--- src/rtl/uart_frame_tx.sv ---
// 8N1 UART transmitter for packSend frames: header byte, FRAME_WORDS little-endian
// 16-bit words, then an additive checksum, paced byte-by-byte by a host clear-to-send.
module uart_frame_tx #(
  parameter int unsigned CLOCKFRQ    = 48_000_000,
  parameter int unsigned BAUDRATE    = 12_000_000,
  parameter int unsigned FRAME_WORDS = 8,
  parameter logic [7:0]  HDR_BYTE    = 8'hA6
) (
  input  logic        clk,
  input  logic        rst,
  input  logic        frameReady,
  input  logic [15:0] dataVal,
  output logic        dataNext,
  output logic        dataFrameReset,
  input  logic        cts,
  output logic        tx,
  output logic        is_transmitting
);

  localparam int unsigned DIV    = CLOCKFRQ / BAUDRATE;
  localparam int unsigned BAUD_W = (DIV > 2) ? $clog2(DIV) : 1;
  localparam logic [BAUD_W-1:0] BAUD_LAST = BAUD_W'(DIV - 1);
  localparam logic [7:0] LAST_IDX = 8'(FRAME_WORDS - 1);

  if (((CLOCKFRQ % BAUDRATE) != 32'd0) || (DIV < 32'd2)) begin : gBadDiv
    $error("uart_frame_tx: CLOCKFRQ/BAUDRATE must be an integer >= 2");
  end
  if ((FRAME_WORDS < 32'd1) || (FRAME_WORDS > 32'd255)) begin : gBadWords
    $error("uart_frame_tx: FRAME_WORDS must be in 1..255");
  end

  typedef enum logic [2:0] {
    IDLE = 3'd0,
    FRST = 3'd1,
    HDR  = 3'd2,
    LO   = 3'd3,
    HI   = 3'd4,
    CSUM = 3'd5
  } state_t;

  state_t            state_r;
  state_t            stateNext_s;
  logic              ctsMeta_r;
  logic              ctsSync_r;
  logic              cts_s;
  logic              hdrPend_r;
  logic              busy_r;
  logic              tx_r;
  logic [8:0]        shift_r;
  logic [BAUD_W-1:0] baudCnt_r;
  logic [3:0]        bitCnt_r;
  logic [7:0]        wordHi_r;
  logic [7:0]        wordIdx_r;
  logic [7:0]        csum_r;
  logic              frameReset_r;
  logic              transmitting_r;
  logic              lastCycle_s;
  logic              boundary_s;
  logic              load_s;
  logic [7:0]        loadByte_s;
  logic              wordLoad_s;
  logic              csumClr_s;
  logic              csumAdd_s;
  logic              idxInc_s;

  assign cts_s       = ctsSync_r;
  assign lastCycle_s = busy_r && (bitCnt_r == 4'd9) && (baudCnt_r == BAUD_LAST);
  // A stalled byte slot (serialiser idle, not the pending header) is also a boundary.
  assign boundary_s  = lastCycle_s || (!busy_r && !hdrPend_r);

  // Two-flop synchroniser for the asynchronous clear-to-send.
  always_ff @(posedge clk or negedge rst) begin
    if (!rst) begin
      ctsMeta_r <= 1'b0;
      ctsSync_r <= 1'b0;
    end else begin
      ctsMeta_r <= cts;
      ctsSync_r <= ctsMeta_r;
    end
  end

  // Frame state register plus the one-cycle header-load marker and registered strobes.
  always_ff @(posedge clk or negedge rst) begin
    if (!rst) begin
      state_r        <= IDLE;
      hdrPend_r      <= 1'b0;
      frameReset_r   <= 1'b0;
      transmitting_r <= 1'b0;
    end else begin
      state_r        <= stateNext_s;
      hdrPend_r      <= (state_r == FRST);
      frameReset_r   <= (stateNext_s == FRST);
      transmitting_r <= (stateNext_s == HDR) || (stateNext_s == LO) ||
                        (stateNext_s == HI)  || (stateNext_s == CSUM);
    end
  end

  // Next-state and byte-load decode; every load after the header waits for cts_s.
  always_comb begin
    stateNext_s = state_r;
    load_s      = 1'b0;
    loadByte_s  = 8'h00;
    wordLoad_s  = 1'b0;
    csumClr_s   = 1'b0;
    csumAdd_s   = 1'b0;
    idxInc_s    = 1'b0;
    case (state_r)
      IDLE: begin
        if (frameReady && cts_s) begin
          stateNext_s = FRST;
        end else begin
          stateNext_s = IDLE;
        end
      end
      FRST: begin
        stateNext_s = HDR;
      end
      HDR: begin
        if (hdrPend_r) begin
          load_s     = 1'b1;
          loadByte_s = HDR_BYTE;
          csumClr_s  = 1'b1;
        end else if (boundary_s && cts_s) begin
          stateNext_s = LO;
          load_s      = 1'b1;
          loadByte_s  = dataVal[7:0];
          wordLoad_s  = 1'b1;
          csumAdd_s   = 1'b1;
        end else begin
          stateNext_s = HDR;
        end
      end
      LO: begin
        if (boundary_s && cts_s) begin
          stateNext_s = HI;
          load_s      = 1'b1;
          loadByte_s  = wordHi_r;
          csumAdd_s   = 1'b1;
        end else begin
          stateNext_s = LO;
        end
      end
      HI: begin
        if (boundary_s && cts_s) begin
          if (wordIdx_r < LAST_IDX) begin
            stateNext_s = LO;
            load_s      = 1'b1;
            loadByte_s  = dataVal[7:0];
            wordLoad_s  = 1'b1;
            csumAdd_s   = 1'b1;
            idxInc_s    = 1'b1;
          end else begin
            stateNext_s = CSUM;
            load_s      = 1'b1;
            loadByte_s  = csum_r;
          end
        end else begin
          stateNext_s = HI;
        end
      end
      CSUM: begin
        if (lastCycle_s) begin
          stateNext_s = IDLE;
        end else begin
          stateNext_s = CSUM;
        end
      end
      default: begin
        stateNext_s = IDLE;
      end
    endcase
  end

  // Byte serialiser: start bit, d[0]..d[7], stop bit, each DIV cycles; a load restarts it.
  always_ff @(posedge clk or negedge rst) begin
    if (!rst) begin
      busy_r    <= 1'b0;
      tx_r      <= 1'b1;
      shift_r   <= 9'h1FF;
      baudCnt_r <= BAUD_W'(0);
      bitCnt_r  <= 4'd0;
    end else if (load_s) begin
      busy_r    <= 1'b1;
      tx_r      <= 1'b0;
      shift_r   <= {1'b1, loadByte_s};
      baudCnt_r <= BAUD_W'(0);
      bitCnt_r  <= 4'd0;
    end else if (busy_r) begin
      if (baudCnt_r == BAUD_LAST) begin
        baudCnt_r <= BAUD_W'(0);
        if (bitCnt_r == 4'd9) begin
          busy_r <= 1'b0;
          tx_r   <= 1'b1;
        end else begin
          bitCnt_r <= bitCnt_r + 4'd1;
          tx_r     <= shift_r[0];
          shift_r  <= {1'b1, shift_r[8:1]};
        end
      end else begin
        baudCnt_r <= baudCnt_r + BAUD_W'(1);
      end
    end else begin
      tx_r <= 1'b1;
    end
  end

  // Word capture, word index and running checksum over data bytes only.
  always_ff @(posedge clk or negedge rst) begin
    if (!rst) begin
      wordHi_r  <= 8'h00;
      wordIdx_r <= 8'd0;
      csum_r    <= 8'h00;
    end else begin
      if (wordLoad_s) begin
        wordHi_r <= dataVal[15:8];
      end else begin
        wordHi_r <= wordHi_r;
      end
      if (csumClr_s) begin
        wordIdx_r <= 8'd0;
        csum_r    <= 8'h00;
      end else begin
        wordIdx_r <= idxInc_s ? (wordIdx_r + 8'd1) : wordIdx_r;
        csum_r    <= csumAdd_s ? (csum_r + loadByte_s) : csum_r;
      end
    end
  end

  // dataNext must coincide with the cycle dataVal is captured, so it is decoded, not registered.
  assign dataNext        = wordLoad_s;
  assign dataFrameReset  = frameReset_r;
  assign tx              = tx_r;
  assign is_transmitting = transmitting_r;

endmodule

--- config.mk ---
export PLATFORM = sky130hd
export DESIGN_NAME = uart_frame_tx
export DESIGN_NICKNAME = d
export VERILOG_FILES = /design/src/rtl/uart_frame_tx.sv
export SDC_FILE = /design/constraint.sdc
export NUM_CORES = 1
export LEC_CHECK = 0
export ABC_AREA = 1
export CAP_MARGIN = 25
export CELL_PAD_IN_SITES_DETAIL_PLACEMENT = 1
export CELL_PAD_IN_SITES_GLOBAL_PLACEMENT = 1
export CORE_MARGIN = 1.5
export CORE_UTILIZATION = 39
export CTS_CLUSTER_DIAMETER = 120
export DETAILED_ROUTE_END_ITERATION = 7
export MAX_ROUTING_LAYER = met4
export PLACE_DENSITY_LB_ADDON = 0.1
export SYNTH_ARGS = -nofsm -noshare
export SYNTH_HDL_FRONTEND = slang
export SYNTH_SLANG_ARGS = --single-unit
--- constraint.sdc ---
create_clock -name clk -period 2.6 [get_ports clk]
set_input_delay 0.52 -clock clk [delete_from_list [all_inputs] [get_ports clk]]
set_output_delay 0.52 -clock clk [all_outputs]
set_load 0.02 [all_outputs]
==> impl_metrics.ini <==
[grt]
gr-total-overflow = 0
track_usage = 0.232
grt_pass1_wl_um = 13000
grt_pass1_vias = 2705
grt_antenna_before_repair = 0
grt_max_degree = 49

[final_layout]
antenna_cells = 0
syn_to_final_growth_pct = 46.0
post-route-util = 0.587
drive_above_1_share = 0.373
final_cell_area_um2 = 3970
nets = 468

[logic_synthesis]
synthTopCellsByArea = dfrtp_1 36%, nand2_1 12%, dfstp_2 8.7%
ys_ff_latch = 48
async_flop_share = 1.00
netlist_area_um2 = 2720
syn-instance-count = 337
syn-num-nets = 369
synth_cell_types = 38
ys.flop_type = dfrtp_1
synth_area_per_cell_um2 = 8.06
synth_edf_count = 0
yosys.area.top_type = dfrtp_1
ys_seq_area_frac = 0.446
yosysWarningCount = 0
post-synth-top-area-fraction = 0.359

[clock_network]
clkLatencyLatePin_ns = 0.30
clockBufferDepth = 2
numClockSinks = 48
clockRootBuffer = clkbuf_8
clkTransAtPathRegs_ns = 0.09
cts.htree.levels = 2
cts_tree = built
cts_buffers = 5

[floorplanning]
fp.dieW_um = 86.5
core_um2 = 6760
fp.dieH_um = 86.5
rows = 30
start_util = 0.402
io-pin-count = 24
dieArea_um2 = 7470

[placement]
gp_congestion = 0.843
port_buffers = 23
placed_area_um2 = 3420
post-dp-hpwl_um = 5660

[sta]
worst-slew-pin-transition_ns = 0.378
slew_headroom = 0.747
rsz0062_at_grt = true
max_freq_mhz = 366
hold_viol = 0
clock_skew_ns = 0.00638
setup_violations = 5
fin_ws_ns = -0.129
final_max_slew_viol_count = 0
fin_crit_ns = 2.73
fin_crit_sh = 1.05

[worst_setup_path]
slowest_delay_ns = 0.43
worstPathArrival_ns = 2.97
worst-setup-path-type = register to register
r2r-start = wordIdx_r[0]$_DFFE_PN0P_
cp-end-kind = register
cp_common_cell = buf_4
cp-startpoint = wordIdx_r[0]$_DFFE_PN0P_
crit_buf_inv = 3
required_ns = 2.84
worst-path-max-fanout = 4
cp-start-kind = register
cp_top_family = simple AND/OR/NAND/NOR gates
critPathSlowestCell = dfrtp_1
crit_chain = ha_4, a21oi_4, nand2_4, buf_4, buf_4, buf_4, nor2_4, nand2_2, nand2_4, nand2_2, nand3_2, ha_4, a21oi_4, o31ai_4, a21oi_2, nand3b_1, nand3_1, nand2_1

[drt]
vias = 2618
firstDrtPassIters = 4
drtAntennaViolNets = 0
drt_wl_total_um = 8350
drc = 0
via_per_inst = 5.06
routedWlPerCell_um = 16.1
drtIter0Drc = 90

[job]
cap_viol_max_count = 0

[hold_path]
hold_path.class = input port to asynchronous set/reset pin

[pwr]
ir_drop_mv = 0.335
p_leak_nw = 1.97
powerDensity_nw_per_um2 = 802

[status]
violations = negative setup slack
status = complete, but fails checks
## state kept, by name (all words and copies together) (netlist names)
signal	flops
csum_r	8
baudCnt_r	2
wordIdx_r	8
wordHi_r	8
state_r	3
busy_r	1
is_transmitting	1
ctsMeta_r	1
tx	1
bitCnt_r	4
shift_r	8
dataFrameReset	1
ctsSync_r	1
hdrPend_r	1
## path summary, 6_finish.rpt
kind | endpoint | slack, ns | cells after the start
worst max-delay path | csum_r[7]$_DFFE_PN0P_ | -0.13 | 18
worst min-delay path | ctsMeta_r$_DFF_PN0_ | 0.19 | 2
worst max register to register | csum_r[7]$_DFFE_PN0P_ | -0.13 | 18
worst min register to register | ctsSync_r$_DFF_PN0_ | 0.37 | 0
max in group asynchronous | shift_r[7]$_DFFE_PN1P_ | 2.11 | 2
min in group clk | ctsSync_r$_DFF_PN0_ | 0.37 | 0
## through the flow
stage | hold slack [ns] | worst slack, ns | TNS, ns | instances | power (mW)
6_report | 0.194 | -0.129 | -0.309 | 517 | 3.18
5_1_grt | 0.215 | -0.243 | -0.979 | 517 | 3.43
4_1_cts | 0.204 | -0.0693 | -0.0746 | 503 | 3.08
3_5_place_dp | 0.350 | -0.224 | -0.647 | 484 | 2.51
3_3_place_gp | 0.344 | -0.110 | -0.280 | 484 | 2.45
2_1_floorplan | 0.224 | -0.0642 | -0.0642 | 337 | 1.98
## logic make-up after synthesis
family,count (synthesis),share of synthesized area
AO/OA/AOI/OAI,42,0.0931
XOR/XNOR,7,0.0226
flip-flops,48,0.446
adder cells (fa/ha/maj),12,0.0580
buffers and inverters,51,0.0778
AND/OR/NAND/NOR,177,0.302
## synth_stat cells, types with 2 or more instances
master	number
nor2_4	4
dfrtp_1	39
a21oi_1	18
nand4_1	3
dfstp_2	9
inv_2	5
buf_4	3
nor2_2	3
o22ai_1	2
nand2_1	89
or2_2	2
xor2_1	4
xnor2_1	3
o21ai_1	5
nor3_1	9
nor2_1	26
inv_1	40
nand3_1	34
ha_1	11
o211ai_1	2
o21ai_0	8
nand2_2	2
## routing by layer
layer / share of wire / global-route usage
met5: 0 / -
met4: 0.021 / 0.0762
met3: 0.018 / 0.0295
met2: 0.52 / 0.397
met1: 0.44 / 0.285
## power by group
group	switching, mW	leakage, nW	internal (mW)
clock network	0.253	0.0422	0.190
logic	0.811	1.33	0.705
registers	0.183	0.593	1.04
total	1.25	1.97	1.93
## repair_timing
action / CTS / global route
endpoints found under the setup margin: 5 / 6
hold buffers: 0 / 0
resized for setup: 28 / 30
setup buffers: 11 / 15
pin swaps: 14 / 22
## final cells by class
class	instances	area (um^2)
Inverter	47	184
Clock inverter	1	5.00
Clock buffer	7	76.3
Fill cell	827	2790
Timing Repair Buffer	96	823
Multi-Input combinational cell	238	1560
Sequential cell	48	1210
Tap cell	80	100
## layout by cell type, fill, tap and decap left out, drive strengths merged, types with 11 or more instances in the layout
| cell type | n |
|---|---|
| inv | 47 |
| ha | 11 |
| nand2 | 92 |
| dfrtp | 39 |
| buf | 75 |
| clkdlybuf4s50 | 21 |
| o21ai | 14 |
| a21oi | 20 |
| nand3 | 36 |
| nor2 | 34 |
No activity file was read; power rests on OpenSTA's default activity.
